===== config.mk =====
export PLATFORM = sky130hd
export DESIGN_NAME = mem_bus_arbiter
export DESIGN_NICKNAME = d
export VERILOG_FILES = /design/src/rtl/mem_bus_arbiter.sv
export SDC_FILE = /design/constraint.sdc
export NUM_CORES = 1
export LEC_CHECK = 0
export BUFFER_PORTS_ARGS = -buffer_cell sky130_fd_sc_hd__buf_2
export CAP_MARGIN = 20
export CORE_MARGIN = 10
export CORE_UTILIZATION = 35
export DETAILED_ROUTE_END_ITERATION = 8
export PLACE_DENSITY = 0.81
export SLEW_MARGIN = 20
export SYNTH_ARGS = -nofsm -noshare
export SYNTH_HDL_FRONTEND = slang
export SYNTH_SLANG_ARGS = --single-unit

===== constraint.sdc =====
create_clock -name clk_i -period 2.7 [get_ports clk_i]
set_clock_uncertainty 0.05 [all_clocks]
set_input_delay 0.54 -clock clk_i [delete_from_list [all_inputs] [get_ports clk_i]]
set_output_delay 0.54 -clock clk_i [all_outputs]
set_load 0.05 [all_outputs]

===== src/rtl/mem_bus_arbiter.sv =====
// mem_bus_arbiter: shares one single-port memory between a CPU port (c_*) and a
// DMA/loader port (d_*).
//
// Arbitration:
// - Round-robin in StArb.
// - Optional DMA burst lock in StLock.
// - Under lock, one forced CPU slot is granted after MAX_BURST locked DMA grants.
//
// Datapath:
// - Grants and memory-side signals are combinational from the winning port.
// - Read-valid strobes are registered one cycle after a read grant.
// - Read data passes straight through from mem_data_out_i.
//
// Ports:
//   clk_i, reset_i                  clock, async active-high reset
//   c_req_i/c_we_i/c_addr_i/c_wdata_i    CPU request
//   c_gnt_o, c_rvalid_o, c_rdata_o       CPU grant and read return
//   d_req_i/d_we_i/d_addr_i/d_wdata_i    DMA request
//   d_lock_i                             DMA burst-lock request
//   d_gnt_o, d_rvalid_o, d_rdata_o       DMA grant and read return
//   mem_address_o, mem_data_in_o, mem_write_o   to memory
//   mem_data_out_i                       registered read data from memory
//
// Optional build macro MEM_ARB_PERF_EN adds two saturating 16-bit counters:
//   c_stall_cnt_o   cycles with the CPU requesting but not granted
//   d_grant_cnt_o   DMA grants
module mem_bus_arbiter #(
  parameter int unsigned ADDR_W      = 16,
  parameter int unsigned DATA_W      = 8,
  parameter int unsigned MAX_BURST   = 16,
  parameter int unsigned RESET_OWNER = 0
) (
  input  logic              clk_i,
  input  logic              reset_i,
  input  logic              c_req_i,
  input  logic              c_we_i,
  input  logic [ADDR_W-1:0] c_addr_i,
  input  logic [DATA_W-1:0] c_wdata_i,
  output logic              c_gnt_o,
  output logic              c_rvalid_o,
  output logic [DATA_W-1:0] c_rdata_o,
  input  logic              d_req_i,
  input  logic              d_we_i,
  input  logic [ADDR_W-1:0] d_addr_i,
  input  logic [DATA_W-1:0] d_wdata_i,
  input  logic              d_lock_i,
  output logic              d_gnt_o,
  output logic              d_rvalid_o,
  output logic [DATA_W-1:0] d_rdata_o,
  output logic [ADDR_W-1:0] mem_address_o,
  output logic [DATA_W-1:0] mem_data_in_o,
  output logic              mem_write_o,
  input  logic [DATA_W-1:0] mem_data_out_i
`ifdef MEM_ARB_PERF_EN
  ,
  output logic [15:0]       c_stall_cnt_o,
  output logic [15:0]       d_grant_cnt_o
`endif
);

  localparam logic [7:0] MaxBurst = 8'(MAX_BURST);

  typedef enum logic {StArb, StLock} state_e;

  state_e      state_q, state_d;
  logic        last_owner_q, last_owner_d;  // 0 = CPU, 1 = DMA
  logic [7:0]  burst_cnt_q, burst_cnt_d;
  logic        c_rvalid_q, d_rvalid_q;
  logic        c_win, d_win;

  always_comb begin
    c_win       = 1'b0;
    d_win       = 1'b0;
    state_d     = state_q;
    burst_cnt_d = burst_cnt_q;
    unique case (state_q)
      StArb: begin
        if (c_req_i && d_req_i) begin
          // Both requesting: the port that did not win last time gets the slot.
          c_win = last_owner_q;
          d_win = ~last_owner_q;
        end else begin
          c_win = c_req_i;
          d_win = d_req_i;
        end
        if (d_win && d_lock_i) begin
          state_d     = StLock;
          burst_cnt_d = 8'd1;
        end
      end
      StLock: begin
        if (d_req_i) begin
          if (burst_cnt_q < MaxBurst) begin
            d_win       = 1'b1;
            burst_cnt_d = burst_cnt_q + 8'd1;
          end else if (c_req_i) begin
            // Forced CPU slot bounds CPU starvation during a long burst.
            c_win       = 1'b1;
            burst_cnt_d = '0;
          end else begin
            d_win = 1'b1;
          end
        end else begin
          c_win = c_req_i;
        end
        // The lock is dropped at the edge where d_lock is sampled low,
        // regardless of whether DMA wins in this cycle.
        if (!d_lock_i) begin
          state_d     = StArb;
          burst_cnt_d = '0;
        end
      end
      default: ;
    endcase
  end

  // Reset blanks the grants combinationally, so the memory side sees nothing while it is high.
  assign c_gnt_o = c_win & ~reset_i;
  assign d_gnt_o = d_win & ~reset_i;

  always_comb begin
    last_owner_d = last_owner_q;
    if (c_gnt_o) begin
      last_owner_d = 1'b0;
    end else if (d_gnt_o) begin
      last_owner_d = 1'b1;
    end
  end

  always_comb begin
    mem_address_o = '0;
    mem_data_in_o = '0;
    mem_write_o   = 1'b0;
    if (c_gnt_o) begin
      mem_address_o = c_addr_i;
      mem_data_in_o = c_wdata_i;
      mem_write_o   = c_we_i;
    end else if (d_gnt_o) begin
      mem_address_o = d_addr_i;
      mem_data_in_o = d_wdata_i;
      mem_write_o   = d_we_i;
    end
  end

  always_ff @(posedge clk_i or posedge reset_i) begin
    if (reset_i) begin
      state_q      <= StArb;
      last_owner_q <= (RESET_OWNER != 0);
      burst_cnt_q  <= '0;
      c_rvalid_q   <= 1'b0;
      d_rvalid_q   <= 1'b0;
    end else begin
      state_q      <= state_d;
      last_owner_q <= last_owner_d;
      burst_cnt_q  <= burst_cnt_d;
      c_rvalid_q   <= c_gnt_o & ~c_we_i;
      d_rvalid_q   <= d_gnt_o & ~d_we_i;
    end
  end

  assign c_rvalid_o = c_rvalid_q;
  assign d_rvalid_o = d_rvalid_q;
  assign c_rdata_o  = mem_data_out_i;
  assign d_rdata_o  = mem_data_out_i;

`ifdef MEM_ARB_PERF_EN
  logic [15:0] c_stall_cnt_q, d_grant_cnt_q;

  always_ff @(posedge clk_i or posedge reset_i) begin
    if (reset_i) begin
      c_stall_cnt_q <= '0;
      d_grant_cnt_q <= '0;
    end else begin
      if (c_req_i && !c_gnt_o && (c_stall_cnt_q != 16'hFFFF)) begin
        c_stall_cnt_q <= c_stall_cnt_q + 16'd1;
      end
      if (d_gnt_o && (d_grant_cnt_q != 16'hFFFF)) begin
        d_grant_cnt_q <= d_grant_cnt_q + 16'd1;
      end
    end
  end

  assign c_stall_cnt_o = c_stall_cnt_q;
  assign d_grant_cnt_o = d_grant_cnt_q;
`endif

endmodule

==> flow_summary_export.csv, run 1 <==
group,metric,value,unit
yosys,ys_types,31,
yosys,netlist_instances,102,
run,drv_cap,0,
critical_path,reg2reg_to,"burst_cnt_q[3]",
run_status,status,"finished, violations left",
yosys,synthTopCellsByArea,"dfrtp_1 (30%), a22o_1 (22%), buf_4 (12%)",
global_route,antenna_found_initial,0,
clocking,cts.path.max_buffers,2,
sta,fin_ws,-0.06276,ns
critical_path,crit_type,"flip-flop to output pin",
yosys,synthDominantCellAreaShare,29.63,%
clocking,tritoncts.num_buffers,3,
routing,vias,1100,
sta,setup_viol,25,
critical_path,startpoint_type,"flip-flop",
yosys,post_synth.cell_area_avg,9.936,sq um
pwr,ir_drop,257.9,uV
sta,rsz0062_at_grt,"yes",
sta,finalMaxSlewViolations,0,
critical_path,arrival,2.17,ns
global_route,grt_pass1_vias,1224,
critical_path,cp.required,2.11,ns
routing,via_per_inst,5.288,
place,portBuffers,83,
floorplan,core,0.002758,sq mm
routing,drt_iter0_drc,87,
floorplan,dieArea,0.005448,sq mm
yosys,synth.largest_area_cell,"dfrtp_1",
final_layout,finalNetCount,243,
floorplan,ios,108,
floorplan,rows,19,
final_layout,fill_cells,242,
place,hpwl,2814,microns
place,gp_congestion,0.8283,
global_route,gr-total-overflow,0,
yosys,async_reset_ff_share,100.0,%
yosys,yosysSeqAreaShare,29.63,%
yosys,synth_flop_cell,"dfrtp_1",
critical_path,r2r_setup_slack,0.65,ns
clocking,path_clk_slew,0.07,ns
critical_path,worst-path-max-fanout,14,
final_layout,layout.cells.non_filler,208,
global_route,grt_max_degree,15,
pwr,cellPowerDensity,431.1,mW/mm^2
place,placedCellCount,196,
yosys,synth-seq-cells,12,
critical_path,crit_path_end_kind,"output pin",
worst_hold_path,min_path_type,"primary input to asynchronous set/reset pin",
global_route,grt_usage,14.31,%
routing,ant_nets,0,
clocking,worstSkewPairLatency,0.27,ns
floorplan,die_height,73.81,microns
clocking,hold_buffers,0,
final_layout,diodes,0,
clocking,root_buffer,"clkbuf_4",
yosys,syn-cell-area,0.001013,sq mm
critical_path,timing.rr.start,"burst_cnt_q[6]",
yosys,yosys_warnings,0,
final_layout,finalInstanceArea,0.001619,sq mm
floorplan,start_util,36.75,%
sta,hold_violations,0,
sta,slew_headroom,48.63,%
critical_path,r2r_cells,4,
routing,route.detailed.drc,0,
yosys,syn_nets,166,
global_route,grt_pass1_wl,6189,microns
floorplan,die-width,73.81,microns
routing,wire_per_inst,19.82,microns
sta,fmax,362.0,MHz
pwr,power.static_leakage,0.8272,nW
clocking,htree_levels,1,
clocking,cts_tree,"built",
final_layout,postLayoutCoreUtil,58.71,%
sta,worst_pin_slew,0.7706,ns
run_status,violations,"setup timing",
routing,detail_route.first_pass.iterations,4,
sta,period_needed,2.763,ns
place,post_dp_cell_area,0.001300,sq mm
yosys,synth-edff-count,0,
clocking,cts_sinks,12,
routing,wirelength,4123,microns
final_layout,drive_gt1_share,59.89,%
sta,fin_crit_sh,102.3,%
sta,timing.hold.ws,0.3733,ns
final_layout,area_growth_syn_to_layout,59.75,%
-- synth_stat cells (2+ instances only) --
cell and count:
o21ai_1 2, a22o_1 25, buf_6 3, nand2_1 8, dfrtp_1 12, inv_1 3, nor2b_1 2, mux2_2 2
o21ai_0 3, buf_12 2, and2_1 2, nand3_1 4, buf_4 16
-- state kept, by name, summed over array words and instances, names as in the netlist --
register,flops
burst_cnt_q,8
c_rvalid_o,1
d_rvalid_o,1
last_owner_q,1
state_q,1
-- cell usage in the layout (no fill, tap or decap), types with 3 or more instances in the layout --
| master | instances |
|---|---|
| a211oi_4 | 4 |
| o21ai_0 | 3 |
| inv_1 | 3 |
| nand2_1 | 8 |
| buf_6 | 27 |
| buf_2 | 58 |
| nand3_1 | 4 |
| clkbuf_4 | 3 |
| buf_4 | 5 |
| dfrtp_1 | 12 |
| a22o_1 | 25 |
-- power breakdown --
group,total [W],switching [W],leakage (nW),internal (W)
Combinational,0.000388,0.000228,0.654,0.000160
Clock,0.000108,0.0000561,0.0138,0.0000516
Sequential,0.000202,0.0000109,0.159,0.000192
Total,0.000698,0.000295,0.827,0.000403
-- critical path, stage by stage (launching register included) --
cell and delay, ns:
dfrtp_1 0.39, or4_4 0.56, mux2i_4 0.22, o211a_4 0.24
buf_16 0.14, a22o_1 0.17, buf_6 0.17
-- per-stage QoR --
step,TNS [ns],power [W],setup WS [ns]
after floorplan,0,0.0004877,0.09509
after global placement,0,0.0005020,0.04916
after detailed placement,0,0.0005033,0.04495
after CTS,-0.2095,0.0007022,-0.02440
after global routing,-2.018,0.0007315,-0.1071
final,-0.6524,0.0006980,-0.06276
-- routing by layer --
layer,up-vias,global-route usage [%],share of wire (%)
met3,11,6.057,11
met4,0,5.383,1.6
met5,-,0,0
li1,523,-,-
met1,501,15.29,35
met2,65,24.34,53
-- how the worst max path moves through the flow --
| stage | slack, ns | endpoint | cells past startpoint | startpoint |
|---|---|---|---|---|
| 2_1_floorplan | 0.1 | mem_address_o[10] | 6 | burst_cnt_q[6] |
| 3_3_place_gp | 0.05 | mem_data_in_o[7] | 4 | d_req_i |
| 3_5_place_dp | 0.04 | mem_address_o[10] | 4 | d_req_i |
| 4_1_cts | -0.02 | mem_data_in_o[7] | 6 | burst_cnt_q[5] |
| 5_1_grt | -0.11 | mem_address_o[3] | 6 | burst_cnt_q[7] |
| 6_report | -0.06 | mem_address_o[3] | 6 | burst_cnt_q[5] |
-- kinds of logic (layout without fill, tap and decap cells) --
| logic type | count (synthesis) | count (layout) | synth area share [%] |
|---|---|---|---|
| compound gates | 35 | 38 | 29.38 |
| buf+inv | 26 | 98 | 21.11 |
| simple gates | 25 | 25 | 14.20 |
| flops | 12 | 12 | 29.63 |
| mux | 3 | 3 | 4.444 |
| fa+ha+maj | 1 | 1 | 1.234 |
-- layout make-up --
cell class / instances / area [sq um] / area share [%]
Timing Repair Buffer: 92 / 679.4 / 41.96
Multi-Input combinational cell: 67 / 566.8 / 35.01
Sequential cell: 12 / 300.3 / 18.55
Tap cell: 31 / 38.79 / 2.396
Clock buffer: 3 / 22.52 / 1.391
Inverter: 3 / 11.26 / 0.6955
-- what timing repair did --
action	4_1_cts	5_1_grt
gates cloned	4	0
buffers inserted	5	0
resized for setup	57	0
setup endpoints to repair	27	26
pin swaps	3	2
Power figures use the tool's default switching activity.
==> run 2: changes to the inputs <==
REMOVE_ABC_BUFFERS = 1   (was default)
==> flow_summary_export.csv, run 2 (synthesis results as in run 1) <==
group,metric,value,unit
routing,wirelength,4400,microns
critical_path,cp.required,2.11,ns
sta,fin_crit_sh,102.8,%
clocking,tritoncts.num_buffers,3,
routing,wl_met1,1405,microns
clocking,hold_buffers,0,
final_layout,postLayoutCoreUtil,59.17,%
final_layout,finalNetCount,243,
clocking,root_buffer,"clkbuf_4",
clocking,htree_levels,1,
sta,period_needed,2.777,ns
floorplan,start_util,36.75,%
sta,setup_viol,18,
final_layout,area_growth_syn_to_layout,60.99,%
routing,wl_met2,2220,microns
clocking,cts_tree,"built",
final_layout,final_cell_mix,"buf_2 (57), buf_6 (27), a22o_1 (24), dfrtp_1 (12), nand2_1 (8)",
global_route,antenna_found_initial,0,
clocking,worstSkewPairLatency,0.27,ns
sta,fmax,360.1,MHz
routing,wire_per_inst,21.05,microns
routing,via_per_inst,5.488,
sta,finalMaxSlewViolations,0,
routing,ant_nets,0,
critical_path,crit_path_end_kind,"output pin",
final_layout,largest_register,"burst_cnt_q",
worst_hold_path,min_path_type,"primary input to asynchronous set/reset pin",
final_layout,drive_gt1_share,60.67,%
sta,fin_tns_setup,-0.7656,ns
routing,route.met3.wl,768,microns
place,portBuffers,83,
pwr,power.static_leakage,0.8427,nW
routing,route.detailed.drc,0,
clocking,cts.path.max_buffers,2,
routing,highest_layer,"met4",
routing,drt_iter0_drc,29,
global_route,grt_pass1_wl,6831,microns
sta,worst_pin_slew,0.7849,ns
run_status,status,"finished, violations left",
floorplan,die-width,73.81,microns
floorplan,rows,19,
pwr,power,0.0007299,W
pwr,ir_drop,289.8,uV
floorplan,dieArea,0.005448,sq mm
critical_path,reg2reg_to,"burst_cnt_q[3]",
sta,rsz0062_at_grt,"yes",
global_route,grt_usage,15.93,%
place,post-place-ws,0.04259,ns
final_layout,diodes,0,
routing,detail_route.first_pass.iterations,4,
pwr,cellPowerDensity,447.4,mW/mm^2
sta,hold_violations,0,
place,hpwl,2961,microns
run_status,violations,"setup timing",
final_layout,final_common_cell,"buf_2",
critical_path,worst-path-max-fanout,7,
global_route,grt_max_degree,15,
critical_path,arrival,2.19,ns
critical_path,r2r_cells,6,
final_layout,fill_cells,219,
critical_path,r2r_setup_slack,0.44,ns
final_layout,largest_reg_flops,8,
floorplan,core,0.002758,sq mm
run,drv_cap,0,
floorplan,ios,108,
critical_path,startpoint_type,"flip-flop",
clocking,path_clk_slew,0.08,ns
critical_path,timing.rr.start,"burst_cnt_q[7]",
floorplan,die_height,73.81,microns
place,gp_congestion,0.7497,
global_route,grt_pass1_vias,1317,
routing,vias,1147,
clocking,cts_sinks,12,
sta,fin_ws,-0.07669,ns
global_route,gr-total-overflow,0,
critical_path,crit_type,"flip-flop to output pin",
sta,slew_headroom,47.67,%
run 2: cell types whose count changed in the layout (fill, tap and decap cells not counted):
cell / before / now
a22o_1: 25 / 24
a22o_4: 0 / 1
buf_4: 5 / 6
clkbuf_8: 0 / 1
a211oi_4: 4 / 3
buf_2: 58 / 57
clkbuf_4: 3 / 4
run 2: cell type report:
type | count | area (sq um) | area share (%)
Timing Repair Buffer | 93 | 689.4 | 42.25
Multi-Input combinational cell | 66 | 555.5 | 34.05
Sequential cell | 12 | 300.3 | 18.40
Tap cell | 31 | 38.79 | 2.377
Clock buffer | 4 | 36.28 | 2.224
Inverter | 3 | 11.26 | 0.6902
run 2: per-layer routing:
layer	vias up	GRT usage [%]
met2	91	26.61
li1	517	-
met4	0	2.070
met3	2	14.54
met1	537	14.10
met5	-	4.040
run 2: how the worst max path moves through the flow:
stage	from	slack, ns	to	cells after the start
6_report	burst_cnt_q[7]	-0.08	mem_address_o[11]	7
3_5_place_dp	d_req_i	0.04	mem_data_in_o[4]	4
3_3_place_gp	d_req_i	0.03	mem_data_in_o[4]	4
4_1_cts	burst_cnt_q[7]	-0.05	mem_data_in_o[4]	7
5_1_grt	burst_cnt_q[7]	-0.13	mem_address_o[11]	7
2_1_floorplan	burst_cnt_q[6]	-0.37	mem_address_o[0]	4
run 2: critical path, cell delays in order, from the launching register on:
cell and delay (ns):
dfrtp_1 0.39, or4_4 0.56, mux2i_4 0.19, buf_6 0.15, buf_6 0.12, a211oi_4 0.10, a22o_1 0.26, buf_6 0.16
run 2: what timing repair did:
action	4_1_cts	5_1_grt
buffers inserted	5	1
gates resized for setup	56	2
pin swaps	13	5
gates cloned	3	0
endpoints found under the setup margin	27	26
run 2: through the flow:
stage          instance area (sq um)  cells  hold WS (ns)
2_1_floorplan                  810.8     79        0.3628
3_3_place_gp                    1300    196        0.4435
3_5_place_dp                    1300    196        0.4503
4_1_cts                         1613    208        0.3304
5_1_grt                         1632    209        0.3382
6_report                        1632    209        0.3238
run 2: power breakdown:
group	switching (W)	internal [W]	total, W
logic	0.000226	0.000159	0.000385
clock network	0.0000602	0.0000819	0.000142
registers	0.0000118	0.000191	0.000203
